### src/rtl/synth_pkg.sv
// synth_pkg -- shared types and constants for the synth event synchroniser.
//
// Contents:
//   DEF_VOICES / DEF_V_WIDTH / DEF_E_WIDTH : default voice count and index widths
//   evt_state_t     : issue FSM states (IDLE, ISSUE, GAP)
//   synth_evt_t     : one queued note event for the default voice width
//   synth_evt_width : FIFO word width for a given voice index width
//
// Optional feature macro: SYNTH_EVT_VELOFF_EN adds a note-off flag and the
// release velocity to the event record.
package synth_pkg;

  localparam int DEF_VOICES  = 8;
  localparam int DEF_V_WIDTH = 3;
  localparam int DEF_E_WIDTH = 3;

  typedef enum logic [1:0] {
    IDLE  = 2'd0,
    ISSUE = 2'd1,
    GAP   = 2'd2
  } evt_state_t;

  // Field order matches the FIFO word packing in synth_event_sync:
  // the most significant fields come first.
  typedef struct packed {
`ifdef SYNTH_EVT_VELOFF_EN
    logic                   off;
    logic [7:0]             vel_off;
`endif
    logic [DEF_V_WIDTH-1:0] key_adr;
    logic [7:0]             key_val;
    logic [7:0]             vel;
  } synth_evt_t;

  // Key value and on-velocity take 16 bits; the note-off build adds the
  // off flag and the release velocity.
  function automatic int synth_evt_width(input int v_width);
`ifdef SYNTH_EVT_VELOFF_EN
    return v_width + 16 + 9;
`else
    return v_width + 16;
`endif
  endfunction

endpackage

### src/rtl/synth_evt_fifo.sv
// synth_evt_fifo -- small show-ahead event FIFO.
//
// Ports:
//   OSC_CLK, iRST       : clock, asynchronous active-high reset
//   wr_en, wr_data      : push request and word
//   rd_en, rd_data      : pop request; rd_data always shows the head word
//   level               : occupancy (wr_ptr - rd_ptr), 0..DEPTH
//   empty               : no words stored
//   drop                : push refused because the FIFO is full and no pop
//                         frees a slot on the same cycle
//
// DEPTH must be a power of two and at least 2. Pointers carry one extra bit
// so that full and empty are distinguishable and level is a plain subtract.
module synth_evt_fifo #(
  parameter int WIDTH = 19,
  parameter int DEPTH = 4
) (
  input  logic                     OSC_CLK,
  input  logic                     iRST,
  input  logic                     wr_en,
  input  logic [WIDTH-1:0]         wr_data,
  input  logic                     rd_en,
  output logic [WIDTH-1:0]         rd_data,
  output logic [$clog2(DEPTH):0]   level,
  output logic                     empty,
  output logic                     drop
);

  localparam int AW = $clog2(DEPTH);
  localparam logic [AW:0] DEPTH_L = (AW + 1)'(DEPTH);

  logic [WIDTH-1:0] mem [DEPTH];
  logic [AW:0]      wr_ptr_reg;
  logic [AW:0]      rd_ptr_reg;
  logic             full;
  logic             do_wr;
  logic             do_rd;

  assign level = wr_ptr_reg - rd_ptr_reg;
  assign empty = (wr_ptr_reg == rd_ptr_reg);
  assign full  = (level == DEPTH_L);

  // A pop on the same cycle frees the head slot, so a push into a full
  // FIFO still succeeds: it lands in the slot being read out.
  assign do_rd = rd_en && !empty;
  assign do_wr = wr_en && (!full || do_rd);
  assign drop  = wr_en && full && !do_rd;

  // Head word is read combinationally so the consumer can load it on the
  // same edge that pops it.
  assign rd_data = mem[rd_ptr_reg[AW-1:0]];

  always_ff @(posedge OSC_CLK) begin
    if (do_wr) begin
      mem[wr_ptr_reg[AW-1:0]] <= wr_data;
    end
  end

  always_ff @(posedge OSC_CLK or posedge iRST) begin
    if (iRST) begin
      wr_ptr_reg <= '0;
      rd_ptr_reg <= '0;
    end else begin
      if (do_wr) wr_ptr_reg <= wr_ptr_reg + 1'b1;
      if (do_rd) rd_ptr_reg <= rd_ptr_reg + 1'b1;
    end
  end

endmodule

### src/rtl/synth_event_sync.sv
// synth_event_sync -- aligns note events from the MIDI decoder to the voice
// frame produced by timing_gen.
//
// Ports:
//   OSC_CLK, iRST                  : clock, asynchronous active-high reset
//   xxxx                           : slot counter; a frame starts on its wrap to 0
//   note_on                        : note level; each rising edge is one event
//   cur_key_adr/val, cur_vel_on    : event payload, valid on the note_on edge
//   keys_on, voice_free            : voice status vectors
//   ev_note_on, ev_key_adr,
//   ev_key_val, ev_vel             : event presented for one whole frame
//   keys_on_sync, voice_free_sync  : status vectors sampled at frame start
//   fifo_level                     : queued events
//   overflow                       : sticky, an event was dropped
//
// Optional feature macro SYNTH_EVT_VELOFF_EN: adds cur_vel_off / ev_vel_off
// and queues falling edges of note_on as note-off events (ev_note_on = 0).
module synth_event_sync
  import synth_pkg::*;
#(
  parameter int VOICES  = DEF_VOICES,
  parameter int V_WIDTH = DEF_V_WIDTH,
  parameter int E_WIDTH = DEF_E_WIDTH,
  parameter int DEPTH   = 4
) (
  input  logic                       OSC_CLK,
  input  logic                       iRST,
  input  logic [V_WIDTH+E_WIDTH-1:0] xxxx,
  input  logic                       note_on,
  input  logic [V_WIDTH-1:0]         cur_key_adr,
  input  logic [7:0]                 cur_key_val,
  input  logic [7:0]                 cur_vel_on,
`ifdef SYNTH_EVT_VELOFF_EN
  input  logic [7:0]                 cur_vel_off,
  output logic [7:0]                 ev_vel_off,
`endif
  input  logic [VOICES-1:0]          keys_on,
  input  logic [VOICES-1:0]          voice_free,
  output logic                       ev_note_on,
  output logic [V_WIDTH-1:0]         ev_key_adr,
  output logic [7:0]                 ev_key_val,
  output logic [7:0]                 ev_vel,
  output logic [VOICES-1:0]          keys_on_sync,
  output logic [VOICES-1:0]          voice_free_sync,
  output logic [$clog2(DEPTH):0]     fifo_level,
  output logic                       overflow
);

  localparam int XW    = V_WIDTH + E_WIDTH;
  localparam int EVT_W = synth_evt_width(V_WIDTH);

  // Edge detection and frame-start pulse.
  logic          note_on_d_reg;
  logic [XW-1:0] xxxx_d_reg;
  logic          frame_start_reg;
  logic          push;
  logic [EVT_W-1:0] wr_word;

  // FIFO interface.
  logic [EVT_W-1:0]          head_word;
  logic                      fifo_empty;
  logic                      fifo_drop;

  // FSM.
  evt_state_t state_reg;
  evt_state_t state_next;
  logic       pop;
  logic       load_evt;
  logic       end_evt;

  // Registered outputs.
  logic               ev_note_on_reg;
  logic [V_WIDTH-1:0] ev_key_adr_reg;
  logic [7:0]         ev_key_val_reg;
  logic [7:0]         ev_vel_reg;
  logic [VOICES-1:0]  keys_on_sync_reg;
  logic [VOICES-1:0]  voice_free_sync_reg;
  logic               overflow_reg;
  logic               head_is_on;

`ifdef SYNTH_EVT_VELOFF_EN
  logic       note_fall;
  logic [7:0] ev_vel_off_reg;

  assign note_fall  = !note_on && note_on_d_reg;
  assign push       = (note_on && !note_on_d_reg) || note_fall;
  assign wr_word    = {note_fall, cur_vel_off, cur_key_adr, cur_key_val, cur_vel_on};
  assign head_is_on = !head_word[EVT_W-1];
  assign ev_vel_off = ev_vel_off_reg;
`else
  assign push       = note_on && !note_on_d_reg;
  assign wr_word    = {cur_key_adr, cur_key_val, cur_vel_on};
  assign head_is_on = 1'b1;
`endif

  synth_evt_fifo #(
    .WIDTH (EVT_W),
    .DEPTH (DEPTH)
  ) u_fifo (
    .OSC_CLK (OSC_CLK),
    .iRST    (iRST),
    .wr_en   (push),
    .wr_data (wr_word),
    .rd_en   (pop),
    .rd_data (head_word),
    .level   (fifo_level),
    .empty   (fifo_empty),
    .drop    (fifo_drop)
  );

  // IDLE waits for work, ISSUE holds an event for one frame, GAP holds the
  // note low for one frame so consecutive events are always separated.
  always_comb begin
    state_next = state_reg;
    pop        = 1'b0;
    load_evt   = 1'b0;
    end_evt    = 1'b0;
    case (state_reg)
      IDLE: begin
        if (frame_start_reg && !fifo_empty) begin
          state_next = ISSUE;
          pop        = 1'b1;
          load_evt   = 1'b1;
        end
      end
      ISSUE: begin
        if (frame_start_reg) begin
          state_next = GAP;
          end_evt    = 1'b1;
        end
      end
      GAP: begin
        if (frame_start_reg) begin
          if (!fifo_empty) begin
            state_next = ISSUE;
            pop        = 1'b1;
            load_evt   = 1'b1;
          end else begin
            state_next = IDLE;
          end
        end
      end
      default: state_next = IDLE;
    endcase
  end

  always_ff @(posedge OSC_CLK or posedge iRST) begin
    if (iRST) begin
      state_reg           <= IDLE;
      note_on_d_reg       <= 1'b0;
      xxxx_d_reg          <= '0;
      frame_start_reg     <= 1'b0;
      ev_note_on_reg      <= 1'b0;
      ev_key_adr_reg      <= '0;
      ev_key_val_reg      <= '0;
      ev_vel_reg          <= '0;
      keys_on_sync_reg    <= '0;
      voice_free_sync_reg <= '0;
      overflow_reg        <= 1'b0;
`ifdef SYNTH_EVT_VELOFF_EN
      ev_vel_off_reg      <= '0;
`endif
    end else begin
      state_reg     <= state_next;
      note_on_d_reg <= note_on;
      xxxx_d_reg    <= xxxx;
      // Only a nonzero-to-zero transition starts a frame; a counter parked
      // at zero (or the zero seen right after reset) does not.
      frame_start_reg <= (xxxx == '0) && (xxxx_d_reg != '0);

      if (frame_start_reg) begin
        keys_on_sync_reg    <= keys_on;
        voice_free_sync_reg <= voice_free;
      end

      if (fifo_drop) begin
        overflow_reg <= 1'b1;
      end

      if (load_evt) begin
        ev_note_on_reg <= head_is_on;
        ev_key_adr_reg <= head_word[16 +: V_WIDTH];
        ev_key_val_reg <= head_word[15:8];
        ev_vel_reg     <= head_word[7:0];
`ifdef SYNTH_EVT_VELOFF_EN
        ev_vel_off_reg <= head_word[16 + V_WIDTH +: 8];
`endif
      end else if (end_evt) begin
        ev_note_on_reg <= 1'b0;
      end
    end
  end

  assign ev_note_on      = ev_note_on_reg;
  assign ev_key_adr      = ev_key_adr_reg;
  assign ev_key_val      = ev_key_val_reg;
  assign ev_vel          = ev_vel_reg;
  assign keys_on_sync    = keys_on_sync_reg;
  assign voice_free_sync = voice_free_sync_reg;
  assign overflow        = overflow_reg;

endmodule

### config.mk
export PLATFORM = sky130hd
export DESIGN_NAME = synth_event_sync
export DESIGN_NICKNAME = d
export VERILOG_FILES = /design/src/rtl/synth_pkg.sv /design/src/rtl/synth_evt_fifo.sv /design/src/rtl/synth_event_sync.sv
export SDC_FILE = /design/constraint.sdc
export NUM_CORES = 1
export LEC_CHECK = 0
export BUFFER_PORTS_ARGS = -buffer_cell sky130_fd_sc_hd__buf_2
export CORE_UTILIZATION = 28
export DETAILED_ROUTE_END_ITERATION = 8
export PLACE_DENSITY = 0.51
export RECOVER_POWER = 25
export SYNTH_ARGS = -nofsm -noshare
export SYNTH_HDL_FRONTEND = slang
export SYNTH_SLANG_ARGS = --single-unit
### constraint.sdc
create_clock -name OSC_CLK -period 5.15 [get_ports OSC_CLK]
set_input_delay 0.2575 -clock OSC_CLK [delete_from_list [all_inputs] [get_ports OSC_CLK]]
set_output_delay 0.2575 -clock OSC_CLK [all_outputs]
set_load 0.01 [all_outputs]
### Word level (Yosys, flattened, before mapping)

Memories as Yosys holds them, arrays and structs flattened. A register that Yosys moved wholly into a read port is not among the register bits.
Index checks and enable logic that the tools add are counted.

| word-level totals | value |
|---|---|
| register bits | 34 |
| bits in writable memories | 76 |
| input bits | 44 |
| output and inout port bits | 40 |
| word-level logic and storage cells | 53 |
| memories | 1 |

| operators by class | value |
|---|---|
| $add $sub $neg | 3 |
| eq/ne operators | 7 |
| multiplexer cells | 15 |
| reductions and logical operators | 17 |

Memories:

| name | depth | width | rd ports | clocked after Yosys merged registers in | wr ports | line | text |
|---|---|---|---|---|---|---|---|
| u_fifo.mem | 4 | 19 | 1 | 1 | 1 | synth_evt_fifo.sv:32 | `logic [WIDTH-1:0] mem [DEPTH];` |

Operator list:

| cell | count |
|---|---|
| $mux W1 | 10 |
| $logic_and A1 B1 Y1 | 7 |
| $add A3 B1 Y3 const B | 2 |
| $logic_not A6 Y1 | 1 |
| $mux W2 | 3 |
| $ne A2 B2 Y1 const B | 3 |
| $pmux W2 S3 | 1 |
| $reduce_bool A6 Y1 | 1 |
| $logic_not A1 Y1 | 4 |
| $eq A3 B3 Y1 | 1 |
| $eq A3 B3 Y1 const B | 1 |
| $reduce_and A3 Y1 | 1 |
| $sub A3 B3 Y3 | 1 |
| $eq A2 B1 Y1 const B | 1 |
| $eq A2 B2 Y1 const B | 1 |
| $logic_not A2 Y1 | 1 |
| $pmux W1 S2 | 1 |
| $reduce_bool A2 Y1 | 1 |
| $logic_or A1 B1 Y1 | 1 |

### Logic depth before layout (Yosys ltp)

| logic depth | value |
|---|---|
| depth after elaboration | 10 |
| depth in mapped cells | 7 |
| depth with buffers taken out | 7 |

### Modules after synthesis

From an unflattened synthesis, not the netlist that was laid out.

| second synthesis, totals | value |
|---|---|
| cells, all modules | 247 |
| area, all modules | 4,894.7 um^2 |

By module, submodules not included:

| module | instances | cells each | area each (um^2) | sequential area each (um^2) |
|---|---|---|---|---|
| synth_evt_fifo | 1 | 142 | 3,196.8 | 2,432.3 |
| synth_event_sync | 1 | 105 | 1,697.9 | 1,176.1 |

### Least setup slack after synthesis

OpenSTA, ideal clock, no wires.

| timing path | value |
|---|---|
| path type | flip-flop to flip-flop |
| start | register u_fifo.rd_ptr_reg[1] |
| end | memory u_fifo.mem[0][0] (enable) |
| library setup time | 0.395 ns |
| arrival | 2.402 ns |
| required time | 4.755 ns |
| slack | 2.354 ns |
| cell stages (with the launch flop) | 7 |
| path buffers | 1 |
| clock period less this slack | 2.796 ns |
| cells stage by stage | dfrtp_1 > clkbuf_1 > inv_1 > ha_1 > a21oi_1 > o21ai_4 > nor2_1 |

| on the way | value |
|---|---|
| longest elaborated chain between the ends | 10 |
| elaborated cells on any way between the ends | 15 |
| those cells by class | add/sub: 1; eq/ne: 2; mux: 6; reduce/logical: 6 |

Ends and longest elaborated chain:

| element | line | text |
|---|---|---|
| start: declaration | synth_evt_fifo.sv:34 | `logic [AW:0] rd_ptr_reg;` |
| start signal: assignment | synth_evt_fifo.sv:65 | `if (do_rd) rd_ptr_reg <= rd_ptr_reg + 1'b1;` |
| $eq A3 B3 Y1 | synth_evt_fifo.sv:40 | `assign empty = (wr_ptr_reg == rd_ptr_reg);` |
| $logic_not A1 Y1 | synth_evt_fifo.sv:45, synth_event_sync.sv:120 |  |
| $logic_and A1 B1 Y1 | synth_event_sync.sv:120 | `if (frame_start_reg && !fifo_empty) begin` |
| $mux W1 | synth_event_sync.sv:120 |  |
| $pmux W1 S2 | synth_event_sync.sv:118 | `case (state_reg)` |
| $logic_and A1 B1 Y1 | synth_evt_fifo.sv:45 | `assign do_rd = rd_en && !empty;` |
| $logic_or A1 B1 Y1 (*) | synth_evt_fifo.sv:46 | `assign do_wr = wr_en && (!full \|\| do_rd);` |
| $logic_and A1 B1 Y1 (*) | synth_evt_fifo.sv:46 |  |
| $mux W1 (*) | synth_evt_fifo.sv:54 | `if (do_wr) begin` |
| $mux W1 (not written as such) (*) | synth_evt_fifo.sv:55 | `mem[wr_ptr_reg[AW-1:0]] <= wr_data;` |
| end: declaration | synth_evt_fifo.sv:32 |  |

Mark *: on every way between the ends. The rest lies on a longest branch, timed or not.

### Worst setup path in the final report

| timing path | value |
|---|---|
| start | register u_fifo.rd_ptr_reg[1] |
| end | memory u_fifo.mem[3][1] (enable) |

Same word-level chain as after synthesis.

==> metrics.md <==
| Metric | Value |
|---|---|
| Layout overhead on the synthesized area | `26.7%` |
| DRC viols | `0` |
| Total Routing Usage GR | `0.113` |
| TritonCTS clock tree | `done` |
| Depth of the CTS H-tree | `4` |
| First-pass GRT wire length | `14.5 mm` |
| Metal2 WL | `4.32 mm` |
| Setup repair bufs after CTS | `0` |
| Peak VDD IR | `0.283 mV` |
| Horiz. Die Dim | `134 um` |
| EDFF count, synth | `76` |
| Slew HR | `0.276` |
| CP delay by family, top | `flip-flops` |
| Fmax | `312 MHz` |
| Pre-CTS setup slack | `1.90 ns` |
| Flop2flop setup slack | `1.94 ns` |
| Outcome | `finished clean` |
| Slowest stage cell, crit path | `dfrtp_1` |
| Hold Slack | `0.0347 ns` |
| Antenna Violating Nets Remaining | `0` |
| Setup violators final | `0` |
| Initial core utilization | `0.290` |
| Root Driver | `clkbuf_16` |
| P_leak | `2.45 nW` |
| Max clock buf depth | `2` |
| Synth unique cells | `32` |
| M1 WL | `4.17 mm` |
| Area share of the largest cell type after synthesis | `0.467` |
| HP Class | `in -> async` |
| CP arrival | `3.24 ns` |
| Synth area leaders | `edfxtp_1, dfrtp_1, mux4_2, mux2_2, ha_1` |
| Number of global-route vias before repair | `2676` |
| Placed cell count | `540` |
| Synthesized area | `4880 um2` |
| Critical path required time | `5.18 ns` |
| Clock network fraction of design power | `0.345` |
| Final setup margin | `1.94 ns` |
| Fin crit period | `3.21 ns` |
| Worst slew pin tran | `1.09 ns` |
| Die H | `134 um` |
| Layout cell share with drive strength beyond 1 | `0.454` |
| Worst-path fanout max | `22` |
| Core Box Area | `16800 um2` |
| Diodes inserted | `0` |
| Setup Skew | `0.0149 ns` |
| GP Congestion | `0.697` |
| Reg power frac | `0.439` |
| RSZ-0062 raised after global routing | `no` |
| Syn Inst Count | `241` |
| Seq/Total Area, Yosys | `0.739` |
| PwrDens | `534 nW/um2` |
| Antenna violations before repair | `0` |
| Crit path cell chain | `inv_1 -> ha_1 -> a21oi_1 -> o211ai_1 -> inv_1` |
| Via count | `2441` |
| Routed wl met3 | `466 um` |
| DPL Wire Length | `5.85 mm` |
| Post-synthesis mux area share | `0.171` |
| Gr ovfl total | `0` |
| Avg Inst Size Synth | `20.3 um2` |
| DRT iter0 DRCs | `105` |
| Max-Cap Viols | `0` |
| Switching share of power | `0.277` |
| Final hold violation count | `0` |
| Largest net degree at the start of global routing | `54` |
| Comb pwr share | `0.215` |
| Synth Area in Simple Gates | `0.0218` |
| Tcrit/Tclk final | `0.623` |
| Highest routed layer | `met4` |
| Clk_lat worst skew | `0.42 ns` |
| Xor and xnor fraction of the mapped netlist area | `0.0141` |
| Avg Vias per Cell | `4.22` |
| Most frequent cells in the layout | `edfxtp_1, buf_2, dfrtp_1` |
| Synth area leader | `edfxtp_1` |
| Core Util, Final | `0.368` |
| Buf/Inv on CP | `2` |
| Most common cell after layout, fill and taps aside | `edfxtp_1` |
| Adder-Cell Fraction of Synth Area | `0.0220` |
| Max reg flops | `76` |
| Routed len/inst | `15.8 um` |
| Internal power | `2.39 mW` |
| # fillers | `1584` |
| Non-Filler Instances | `579` |
| Clock transition at path regs | `0.05 ns` |
| Max incr delay on CP | `1.06 ns` |
| I/O Pins | `84` |
| Async set-or-reset flop fraction in the synthesized netlist | `0.411` |
| CTS Sinks | `129` |
| Final slew viol count | `0` |
| Post-Syn Nets | `293` |
| DRT Wirelength | `9.15 mm` |
| Main combinational cell family by area after synthesis | `multiplexers` |
| Final setup TNS | `0 ns` |
| CP Class | `reg -> reg` |
| Critical Path Source Type | `register` |
| Syn. warnings | `0` |
| 1st-pass router iterations | `4` |
| Port bufs | `83` |
| Primary FF master, synth | `edfxtp_1` |
| Die area | `18000 um2` |
| Synth Area in Compound Gates | `0.0154` |
| Sw Pwr | `0.916 mW` |
| Final nets | `398` |
| #FFs+latches synth | `129` |
| Row cnt | `47` |
| Crit. End Element | `register` |
| Most used cell along the critical path | `inv_1` |
| Total clock buffers created by CTS | `17` |
==> power by group through the flow <==
stage	sequential [mW]	clock (mW)	combinational, mW
after global placement	1.47	0	0.719
final	1.45	1.14	0.712
after global routing	1.49	1.21	0.786
after detailed placement	1.48	0	0.725
after floorplan	1.44	0	0.476
after CTS	1.46	1.18	0.732
==> synth_stat cells, types with 2 or more instances <==
cell and count:
buf_4 2, ha_1 7, nand2_1 2, or4_1 2, dfrtp_1 53, edfxtp_1 76, o21ai_0 2, clkbuf_1 2
nand2b_1 2, buf_2 3, mux2_2 35, mux4_2 19, inv_1 10, xnor2_1 4, a21o_1 2, nor2_1 4
==> per-stage QoR <==
step | instance area, um2 | total power, mW
after floorplan | 4880 | 1.92
after global placement | 5570 | 2.19
after detailed placement | 5570 | 2.21
after CTS | 6210 | 3.37
after global routing | 6190 | 3.49
final | 6190 | 3.30
==> timing repair <==
item                                   4_1_cts  5_1_grt
hold buffers                                 7        0
resized for setup                            0        0
endpoints found under the hold margin        8        0
==> path summary, 6_finish.rpt <==
path | from | to | depth (start not counted)
worst max register to register | u_fifo.rd_ptr_reg[1] | u_fifo.mem[3][1] | 5
worst max-delay path | u_fifo.rd_ptr_reg[1] | u_fifo.mem[3][1] | 5
worst min-delay path | iRST | keys_on_sync[3] | 3
min in group OSC_CLK | voice_free[0] | voice_free_sync[0] | 2
max in group asynchronous | iRST | u_fifo.rd_ptr_reg[0] | 3
worst min register to register | overflow | overflow | 1
==> metal layers <==
metal,GRT usage,vias to the layer above
li1,-,1134
met1,0.136,1211
met2,0.179,83
met3,0.0348,13
met4,0.0655,0
met5,0,-
==> worst reg2reg max path: stages, from the launching register on <==
cell and delay (ns):
dfrtp_1 1.06, inv_1 0.16, ha_1 0.39, a21oi_1 0.33
o211ai_1 0.19, inv_1 0.69
==> cell families after synthesis <==
logic type               Yosys count
adder cells (fa/ha/maj)            8
multiplexers                      55
flip-flops                       129
AO/OA/AOI/OAI                      8
buffers and inverters             18
AND/OR/NAND/NOR                   17
XOR/XNOR                           6
==> area by class of cell <==
type | instances | area, um2 | share of cell area
Sequential cell | 129 | 3610 | 0.583
Multi-Input combinational cell | 94 | 1200 | 0.194
Timing Repair Buffer | 94 | 492 | 0.0795
Clock buffer | 19 | 433 | 0.0700
Tap cell | 220 | 275 | 0.0445
Clock inverter | 13 | 138 | 0.0222
Inverter | 10 | 37.5 | 0.00607
Power figures use the tool's default switching activity.
